**src/rtl/fir_decim_buffer.sv**
```systemverilog
// fir_decim_buffer
//   Decimating back end for the FIR filter output stream. Sums groups of
//   2**DECIM_LOG2 valid samples and averages them (floor). The average is then
//   rounded half-up, scaled down by SHIFT bits, saturated to OUT_W signed bits,
//   and pushed into a first-word-fall-through FIFO that has a valid/ready drain.
// Ports
//   clk         rising-edge clock
//   reset       synchronous active-high reset
//   y_in        signed input sample, qualified by y_valid
//   y_valid     input sample valid
//   out_data    FIFO head sample (0 while empty)
//   out_valid   FIFO non-empty
//   out_ready   consumer accepts out_data; ignored while empty
//   fifo_count  entries currently held
//   overflow    sticky: a result was dropped because the FIFO was full
module fir_decim_buffer #(
  parameter int IN_W       = 16,
  parameter int OUT_W      = 8,
  parameter int DECIM_LOG2 = 1,
  parameter int SHIFT      = 4,
  parameter int DEPTH      = 4
) (
  input  logic                           clk,
  input  logic                           reset,
  input  logic signed [IN_W-1:0]         y_in,
  input  logic                           y_valid,
  output logic signed [OUT_W-1:0]        out_data,
  output logic                           out_valid,
  input  logic                           out_ready,
  output logic [$clog2(DEPTH+1)-1:0]     fifo_count,
  output logic                           overflow
);

  localparam int ACC_W = IN_W + DECIM_LOG2;
  localparam int AW    = $clog2(DEPTH);
  localparam int CNT_W = $clog2(DEPTH+1);

  // Post-average arithmetic runs one bit wider than the accumulator so the
  // rounding constant can never wrap the sum.
  localparam logic signed [ACC_W:0] RND     = (ACC_W+1)'(2**(SHIFT-1));
  localparam logic signed [ACC_W:0] SAT_MAX = (ACC_W+1)'(2**(OUT_W-1) - 1);
  localparam logic signed [ACC_W:0] SAT_MIN = (ACC_W+1)'(-(2**(OUT_W-1)));

  // ---------------- accumulate and dump ----------------
  logic [DECIM_LOG2-1:0]     r_phase;
  logic signed [ACC_W-1:0]   r_acc;
  logic signed [ACC_W-1:0]   r_dump;
  logic                      r_dump_vld;
  logic signed [ACC_W-1:0]   w_y_ext;
  logic signed [ACC_W-1:0]   w_sum;
  logic                      w_last;

  assign w_y_ext = {{DECIM_LOG2{y_in[IN_W-1]}}, y_in};
  assign w_sum   = r_acc + w_y_ext;
  assign w_last  = &r_phase;

  always_ff @(posedge clk) begin
    if (reset) begin
      r_phase    <= '0;
      r_acc      <= '0;
      r_dump     <= '0;
      r_dump_vld <= 1'b0;
    end else begin
      r_dump_vld <= y_valid && w_last;
      if (y_valid) begin
        // Phase counter wraps naturally at 2**DECIM_LOG2; phase 0 reloads the
        // accumulator, so the sample after a dump starts the next group.
        r_phase <= r_phase + 1'b1;
        r_acc   <= (r_phase == '0) ? w_y_ext : w_sum;
        if (w_last)
          r_dump <= w_sum;
      end
    end
  end

  // ---------------- average, round, saturate ----------------
  logic signed [ACC_W:0]     w_dump_ext;
  logic signed [ACC_W:0]     w_avg;
  logic signed [ACC_W:0]     w_rnd;
  logic signed [ACC_W:0]     w_q;
  logic signed [OUT_W-1:0]   w_sat;

  assign w_dump_ext = {r_dump[ACC_W-1], r_dump};
  assign w_avg      = w_dump_ext >>> DECIM_LOG2;
  assign w_rnd      = w_avg + RND;
  assign w_q        = w_rnd >>> SHIFT;

  always_comb begin
    w_sat = w_q[OUT_W-1:0];
    if (w_q > SAT_MAX)
      w_sat = {1'b0, {(OUT_W-1){1'b1}}};
    else if (w_q < SAT_MIN)
      w_sat = {1'b1, {(OUT_W-1){1'b0}}};
  end

  // ---------------- FWFT FIFO ----------------
  logic signed [OUT_W-1:0]   r_mem [DEPTH];
  logic [AW-1:0]             r_wr_ptr;
  logic [AW-1:0]             r_rd_ptr;
  logic [CNT_W-1:0]          r_count;
  logic                      r_overflow;
  logic                      w_full;
  logic                      w_pop;
  logic                      w_wr;

  assign w_full = (r_count == CNT_W'(DEPTH));
  assign w_pop  = out_valid && out_ready;
  // A full FIFO still accepts a push when the head leaves on the same edge.
  assign w_wr   = r_dump_vld && (!w_full || w_pop);

  always_ff @(posedge clk) begin
    if (w_wr)
      r_mem[r_wr_ptr] <= w_sat;
  end

  always_ff @(posedge clk) begin
    if (reset) begin
      r_wr_ptr   <= '0;
      r_rd_ptr   <= '0;
      r_count    <= '0;
      r_overflow <= 1'b0;
    end else begin
      if (w_wr)  r_wr_ptr <= r_wr_ptr + 1'b1;
      if (w_pop) r_rd_ptr <= r_rd_ptr + 1'b1;
      case ({w_wr, w_pop})
        2'b10:   r_count <= r_count + 1'b1;
        2'b01:   r_count <= r_count - 1'b1;
        default: r_count <= r_count;
      endcase
      if (r_dump_vld && !w_wr)
        r_overflow <= 1'b1;
    end
  end

  assign out_valid  = (r_count != '0);
  assign out_data   = out_valid ? r_mem[r_rd_ptr] : '0;
  assign fifo_count = r_count;
  assign overflow   = r_overflow;

endmodule

```
**config.mk**
```make
export PLATFORM = sky130hd
export DESIGN_NAME = fir_decim_buffer
export DESIGN_NICKNAME = d
export VERILOG_FILES = /design/src/rtl/fir_decim_buffer.sv
export SDC_FILE = /design/constraint.sdc
export NUM_CORES = 1
export LEC_CHECK = 0
export CAP_MARGIN = 20
export CORE_ASPECT_RATIO = 0.9
export CORE_UTILIZATION = 45
export CTS_CLUSTER_DIAMETER = 50
export DETAILED_ROUTE_END_ITERATION = 6
export HOLD_SLACK_MARGIN = 0.05
export PLACE_DENSITY_LB_ADDON = 0.1
export SLEW_MARGIN = 5
export SYNTH_ARGS = -nofsm -noshare
export SYNTH_HDL_FRONTEND = slang
export SYNTH_SLANG_ARGS = --single-unit
export TNS_END_PERCENT = 1
```
**constraint.sdc**
```tcl
create_clock -name clk -period 3 [get_ports clk]
set_clock_uncertainty 0.2 [all_clocks]
set_input_delay 0.6 -clock clk [delete_from_list [all_inputs] [get_ports clk]]
set_output_delay 0.6 -clock clk [all_outputs]
set_load 0.03 [all_outputs]
```
### Word level (Yosys, flattened, before mapping)

Memory sizes are Yosys's and may differ from the RTL's. A register that Yosys moved wholly into a read port is not among the register bits.
Index checks and enable logic that the tools add are counted.

| storage, ports and cells | value |
|---|---|
| bits in registers | 44 |
| bits in writable memories | 32 |
| input port bits | 20 |
| output and inout port bits | 13 |
| memories | 1 |

| operators by class | value |
|---|---|
| add/subtract/negate cells | 7 |
| order comparisons | 2 |
| eq/ne operators | 3 |
| muxes and demuxes | 9 |
| reduce and logical (&&, ||, !) cells | 10 |

Memory list:

| memory | words | width | read ports | clocked after memory_dff | write ports | RTL line | RTL |
|---|---|---|---|---|---|---|---|
| r_mem | 4 | 8 | 1 | 1 | 1 | 97 | `logic signed [OUT_W-1:0] r_mem [DEPTH];` |

Operators by type and width:

| cell | number |
|---|---|
| 8-bit two-way mux | 3 |
| 16-bit by 5-bit adder with 17-bit output, second input constant | 1 |
| 17-bit by 16-bit adder with 17-bit output | 1 |
| 17-bit two-way mux | 1 |
| 13-bit by 8-bit greater-than comparator with 1-bit output, second input constant | 1 |
| 13-bit by 8-bit less-than comparator with 1-bit output, second input constant | 1 |
| 3-bit one-hot mux with 2 select lines | 1 |
| 2-bit by 1-bit adder with 2-bit output, second input constant | 2 |
| 1-bit logical AND | 4 |
| 2-bit two-way mux | 2 |
| 3-bit by 1-bit adder with 3-bit output, second input constant | 1 |
| 3-bit == test, second input constant | 1 |
| 3-bit nonzero test | 1 |
| 3-bit by 1-bit subtractor with 3-bit output, second input constant | 1 |
| 2-bit by 1-bit == test with 1-bit output, second input constant | 1 |
| 2-bit == test, second input constant | 1 |
| 1-bit zero test | 2 |
| 1-bit two-way mux | 2 |
| 2-bit AND reduction | 1 |
| 2-bit nonzero test | 1 |
| 1-bit adder, second input constant | 1 |
| 1-bit logical OR | 1 |

### Logic depth before layout (Yosys ltp)

Gate-level depths: netlist (run 1).

| logic depth | value |
|---|---|
| word-level depth | 6 |
| mapped depth | 10 |
| mapped depth without buffers | 9 |

### Worst setup path before layout (run 1)

Ideal clock, no wire load.

| path | value |
|---|---|
| path kind | register to register |
| start | reg r_count[0] (netlist: fifo_count[0]) |
| end | reg r_count[2] (netlist: fifo_count[2]) |
| arrival | 2513 ps |
| required time | 2729 ps |
| slack | 217 ps |
| stages on the path, launching flop included | 10 |
| path buffers | 1 |
| period minus slack after synthesis | 2783 ps |
| cell sequence | dfxtp_1 or3_1 clkbuf_1 and2_1 ha_1 inv_1 fa_1 xor2_1 or3_1 a21oi_1 |

| on the way | value |
|---|---|
| word-level cells in the longest chain between the ends | 6 |

Ends and longest elaborated chain:

| element | RTL line | RTL |
|---|---|---|
| from (decl) | 100 | `logic [CNT_W-1:0] r_count;` |
| from (signal assigned) | 126 | `2'b10: r_count <= r_count + 1'b1;` |
| from (signal assigned) | 127 | `2'b01: r_count <= r_count - 1'b1;` |
| from (signal assigned) | 128 | `default: r_count <= r_count;` |
| 3-bit nonzero test * | 135 | `assign out_valid = (r_count != '0);` |
| via out_valid | 28 | `output logic out_valid,` |
| 1-bit logical AND * | 107 | `assign w_pop = out_valid && out_ready;` |
| via w_pop | 103 | `logic w_pop;` |
| 1-bit logical OR | 109 | `assign w_wr = r_dump_vld && (!w_full \|\| w_pop);` |
| 1-bit logical AND | 109 |  |
| 2-bit by 1-bit == test with 1-bit output or 2-bit == test (tied branches) | 125 | `case ({w_wr, w_pop})` |
| 3-bit one-hot mux with 2 select lines or 2-bit nonzero test (tied branches) | n/a |  |

Mark *: on every way through the listed nets, which the timed path passes. The rest lies on a longest branch.
A chain may end at the register's enable or synchronous reset.

==> results of run 1 <==
-- layout make-up --
cell class	count	area, um^2	share of cell area, %
sequential	74	1800	37.0
clock buffer	10	128	2.62
multi-input combinational	292	2090	42.9
clock inverter	6	113	2.31
inverter	16	60.1	1.23
tap	119	149	3.05
timing repair buffer	59	536	11.0
-- registers in the layout (all words and copies together) (netlist names), named ones only --
signal and flops:
r_phase 1, r_dump 13, fifo_count 3, r_rd_ptr 2, overflow 1, r_wr_ptr 2
r_acc 17, r_dump_vld 1, r_mem 32
-- final timing paths --
check        startpoint           to  slack (ns)
max            register  out_data[3]        0.08
max reg2reg   r_dump[5]  r_mem[1][0]        0.30
min            overflow     overflow        0.27
min reg2reg    overflow     overflow        0.27
-- power by group through the flow --
| stage | clock network [uW] | registers (uW) | logic, uW |
|---|---|---|---|
| 6_report | 940 | 1190 | 665 |
| 4_1_cts | 968 | 1190 | 670 |
| 3_3_place_gp | 0 | 1210 | 655 |
| 2_1_floorplan | 0 | 1200 | 447 |
| 5_1_grt | 1010 | 1190 | 740 |
| 3_5_place_dp | 0 | 1210 | 667 |
-- worst max-delay path, delay by kind of cell, from the launching register on --
| family | cells | cell delay, ns |
|---|---|---|
| buf+inv | 2 | 0.78 |
| flops | 1 | 0.31 |
| mux | 1 | 0.52 |
| simple gates | 1 | 0.17 |
-- stage by stage --
step / utilization [%] / cells / power (uW) / instance area [um^2] / TNS (ns)
global route: 56.4 / 576 / 2940 / 4880 / -0.00166
CTS: 56.2 / 576 / 2820 / 4860 / 0
global placement: 53.5 / 560 / 1860 / 4620 / -0.613
finish: 56.4 / 576 / 2790 / 4880 / 0
detailed placement: 53.5 / 560 / 1880 / 4620 / -1.06
floorplan: - / 401 / 1650 / 4050 / 0
-- placed cells by master (no fill, tap or decap), types with 11 or more instances in the layout --
cell,count
a21oi_1,35
and2_1,15
buf_4,27
clkdlybuf4s50_1,27
dfxtp_1,42
edfxtp_1,32
ha_1,22
inv_1,15
nand2_1,31
nor2_1,26
nor2b_1,12
o21ai_0,23
xnor2_1,14
xor2_1,11
-- logic make-up after synthesis --
| kind of cell | count (synthesis) |
|---|---|
| AO/OA/AOI/OAI | 107 |
| adder cells (fa/ha/maj) | 24 |
| flip-flops | 74 |
| XOR/XNOR | 25 |
| multiplexers | 17 |
| buffers and inverters | 35 |
| AND/OR/NAND/NOR | 119 |
-- routing by layer --
metal	vias up	share of wire, %
li1	1565	-
met1	1460	48
met2	50	48
met3	6	2.8
met4	0	0.88
met5	-	0
==> metrics.txt, run 1 <==
DRC 0; Post-Synth Adder-Cell Area 7.79%; Filler Cells Inserted 795; Seq/Total Area, Yosys 44.5%; most numerous cell in the Yosys netlist dfxtp_1; Worst-path clk slew 0.08 ns; Post-synth top cells dfxtp_1, a21oi_1, edfxtp_1; CTS Buf Count 9; largest net degree at the start of global routing 31; global-route wire length before repair 14400 um; CTS hold repair buffers 0; GR Util met3 4.19%; postcts setup bufs 0; met2 usage 33.9%; maximum VDD drop 316 uV; Mapped Nets 445; critical path, cell by cell buf_4 -> mux4_2 -> and2_1 -> clkdlybuf4s50_1; Pwr Density 572 nW/um^2; Crit Path Max Fanout 8; Synth Cell Area 4050 um^2; hold path cells 2; hpwl dp 6120 um; GRT overflow 0; asr flop ratio synth 0%; Worst setup EP type output pin; simple-gate share of the synthesized area 15.0%; slowest stage delay, CP 0.58 ns; Main synth FF type dfxtp_1; vias 3081; syn avg cell area 10.1 um^2; Hold Path Class register to register; Fmax achieved 0.343 GHz; Worst EP required 2.20 ns; startpoint types register; Yosys cell types 57; Post-Syn Instances 401; Final WS setup 0.0804 ns; deepest level of the CTS H-tree 3; worst setup path class register to output pin; Reg power frac 42.5%; clk_lat worst skew 0.34 ns; minimum clock period 2.92 ns; final worst-path cycle share 97.3%; cell leakage power 0.00190 uW; CP max-delay cell clkdlybuf4s50_1; initial DRC count 99; P&R area growth vs syn 20.5%; combinational power share 23.8%; Root Driver clkbuf_8; share of cells above drive strength 1 13.1%; post-cts resize count 0; # port buffers 32; mux share of post-synthesis cell area 6.71%; Clk pwr share 33.7%; Clock Path Buffers 2; Antenna Cells 0; all-layer global routing usage 20.0%; met1 Use GR 25.6%; Sw Share 28.4%; gr busiest metal met2; Synth Area in XOR/XNOR 5.41%; max cap viols 0; post-place setup slack -0.206 ns; Starting Density 46.8%; post-synthesis compound-gate area fraction 16.8%; worst-margin pin slew 0.941 ns; vias per std cell 5.35; CTS tree built; yosys warns 0; area share of the leading cell type in the synthesized netlist 23.8%; slew margin rel. 37.3%; cell depth of the worst flop-to-flop path 7; final setup fails 0; nets@finish 496; Max Transition Viols Final 0; area of the core 8650 um^2; initial antenna violation count 0; status completed; Antenna Nets Post-Route 0; vias in the first global route 3063; # rows 32; drt total wl 8420 um; DR WL/cell 14.6 um; Final GP Congestion 0.832; most area-consuming cells after synthesis edfxtp_1, dfxtp_1, ha_1; clk sinks 74; largest family of logic cells by synthesized area compound AO/OA/AOI/OAI gates; Die ar. 9370 um^2; Synth area leader edfxtp_1; #FFs+latches synth 74; cell internal pwr 2000 uW; Switch Pwr 792 uW; Die H 91.9 um; number of synthesized flops with an enable pin 32; hold slack 0.274 ns; Horiz. Die Dim 102 um; Pre-Repair DR Iteration Count 4; Hold Fails Final Rpt 0; WP data arrival 2.12 ns; I/O pin cnt 33
(Power assumes the default switching activity.)
==> run 2: changes to the inputs <==
--- a/config.mk
+++ b/config.mk
@@ -5,13 +5,15 @@
 export SDC_FILE = /design/constraint.sdc
 export NUM_CORES = 1
 export LEC_CHECK = 0
-export CAP_MARGIN = 20
+export CAP_MARGIN = 15
 export CORE_ASPECT_RATIO = 0.9
 export CORE_UTILIZATION = 45
 export CTS_CLUSTER_DIAMETER = 50
 export DETAILED_ROUTE_END_ITERATION = 6
 export HOLD_SLACK_MARGIN = 0.05
 export PLACE_DENSITY_LB_ADDON = 0.1
+export RECOVER_POWER = 50
+export SETUP_SLACK_MARGIN = 0.05
 export SLEW_MARGIN = 5
 export SYNTH_ARGS = -nofsm -noshare
 export SYNTH_HDL_FRONTEND = slang
==> run 2 against run 1 <==
Worst setup slack gained 0.086 ns; count of clock-buffer cells in the layout is the same; global-route usage is the same; non-clock buffer count is the same; critical endpoint is now fifo_count[2]; largest cell class unchanged; largest power group unchanged.
==> metrics.txt, run 2 (same netlist as run 1, synthesis figures left out) <==
clk_lat worst skew 0.34 ns (about the same); Clock Path Buffers 2 (unchanged); post-cts resize count 1 (was 0); cell depth of the worst flop-to-flop path 7 (unchanged); # port buffers 32 (unchanged); DR WL/cell 14.5 um (was 14.6 um); Fmax achieved 0.353 GHz (was 0.343 GHz); Critical Path End fifo_count[2] (was out_data[3]); WP data arrival 2.91 ns (was 2.12 ns); post-route design area 4870 um^2 (was 4880 um^2); drt total wl 8370 um (was 8420 um); final non-filler cell total 576 (unchanged); Hold Fails Final Rpt 0 (unchanged); largest register by flop count r_mem (unchanged); slew margin rel. 40.1% (was 37.3%); Worst-path clk slew 0.08 ns (about the same); deepest level of the CTS H-tree 3 (unchanged); initial DRC count 90 (was 99); clk sinks 74 (unchanged); largest net degree at the start of global routing 31 (unchanged); final core utilization 56.3% (was 56.4%); crit path from out_ready; Antenna Cells 0 (unchanged); final setup fails 0 (unchanged); vias 3089 (was 3081); commonest non-fill, non-tap cell in the layout dfxtp_1 (unchanged); Pre-Repair DR Iteration Count 4 (unchanged); P&R area growth vs syn 20.3% (was 20.5%); max reg flops 32 (unchanged); maximum VDD drop 315 uV (was 316 uV); DP Area 4620 um^2 (unchanged); final setup TNS 0 ns (unchanged); I/O pin cnt 33 (unchanged); Hold Path Class register to register (unchanged); max cap viols 0 (unchanged); Root Driver clkbuf_8 (unchanged); vias per std cell 5.36 (was 5.35); Antenna Nets Post-Route 0 (unchanged); initial antenna violation count 0 (unchanged); worst setup path class primary input to register (was register to output pin); global-route wire length before repair 14400 um (unchanged); Final GP Congestion 0.832 (unchanged); worst-margin pin slew 0.899 ns (was 0.941 ns); postcts setup bufs 0 (unchanged); Worst EP required 3.08 ns (was 2.20 ns); # rows 32 (unchanged); CTS hold repair buffers 0 (unchanged); RSZ-0062 raised after global routing no; hpwl dp 6120 um (unchanged); CTS tree built (unchanged); CTS Buf Count 9 (unchanged); placed cell count 560 (unchanged); Starting Density 46.8% (unchanged); GRT overflow 0 (unchanged); commonest non-fill, non-tap cells in the layout dfxtp_1, a21oi_1, edfxtp_1 (unchanged); share of cells above drive strength 1 12.7% (was 13.1%); r2r setup slk 0.32 ns (was 0.30 ns); Pwr Density 572 nW/um^2 (about the same); Worst setup EP type register (was output pin); Max Transition Viols Final 0 (unchanged); reg2reg end r_mem[2][0] (was r_mem[1][0]); startpoint types primary input (was register); minimum clock period 2.83 ns (was 2.92 ns); cell leakage power 0.00193 uW (was 0.00190 uW); worst r2r src r_dump[5] (unchanged); register area 1800 um^2 (unchanged); multi-input logic area 2090 um^2 (about the same); Die H 91.9 um (unchanged); all-layer global routing usage 20.0% (unchanged); Filler Cells Inserted 800 (was 795); largest registers r_mem: 32 flops, r_acc: 17 flops, r_dump: 13 flops (unchanged); Horiz. Die Dim 102 um (unchanged); area of the core 8650 um^2 (unchanged); Die ar. 9370 um^2 (unchanged); vias in the first global route 3063 (unchanged); final worst-path cycle share 94.5% (was 97.3%); Crit Path Max Fanout 2 (was 8); DRC 0 (unchanged); nets@finish 496 (unchanged); status completed (unchanged)
## run 2: cell types whose count changed in the layout (fill, tap and decap cells not counted), moves of 5 or more
cell / delta
and2_1: -5
dlygate4sd3_1: +7
clkdlybuf4s50_1: -10
buf_4: -5
and2_0: +5
## run 2: routing by layer
layer	GRT usage, %	vias up	wire length (um)
met5	0	-	0
met4	5.48	0	74
met1	25.6	1456	4020
li1	-	1568	-
met2	33.9	59	3950
met3	4.19	6	331
## run 2: how the worst min path moves through the flow
stage | to | cells past startpoint | slack (ns) | start
after floorplan | overflow | 2 | 0.25 | r_dump_vld
after global placement | overflow | 2 | 0.25 | overflow
after detailed placement | overflow | 2 | 0.26 | overflow
after CTS | overflow | 2 | 0.28 | overflow
after global routing | overflow | 2 | 0.32 | overflow
final | overflow | 2 | 0.27 | overflow
## run 2: cell type report
type / count / area share [%]
clock buffers: 10 / 2.62
clock inverters: 6 / 2.31
inverters: 16 / 1.23
multi-input cells: 292 / 42.9
flip-flops and latches: 74 / 37.0
well taps: 119 / 3.06
repair buffers: 59 / 10.9
## run 2: metrics by stage
step	hold WS [ns]	setup WS (ns)	power, uW
floorplan	0.249	0.217	1650
detailed placement	0.260	-0.206	1880
finish	0.268	0.166	2780
global placement	0.254	-0.149	1860
CTS	0.279	0.0449	2820
global route	0.322	0.0391	2930
## run 2: power by group
group,total [uW],switching (uW),internal [uW]
combinational,656,365,291
clock,941,384,558
sequential,1190,43.5,1140
## run 2: worst max-delay path, stage by stage
cell           delay [ns]
dlygate4sd3_1        0.55
nor4b_1              0.30
buf_4                0.17
nor2b_1              0.05
inv_1                0.05
ha_1                 0.15
inv_1                0.05
fa_1                 0.37
xor2_1               0.16
or3_1                0.30
a21oi_1              0.14
==> run 3: changes to the inputs <==
--- a/config.mk
+++ b/config.mk
@@ -10,7 +10,6 @@
 export CORE_UTILIZATION = 45
 export CTS_CLUSTER_DIAMETER = 50
 export DETAILED_ROUTE_END_ITERATION = 6
-export HOLD_SLACK_MARGIN = 0.05
 export PLACE_DENSITY_LB_ADDON = 0.1
 export RECOVER_POWER = 50
 export SETUP_SLACK_MARGIN = 0.05
==> results of run 3 <==
Final layout, timing and power as in run 2 (identical DEF).
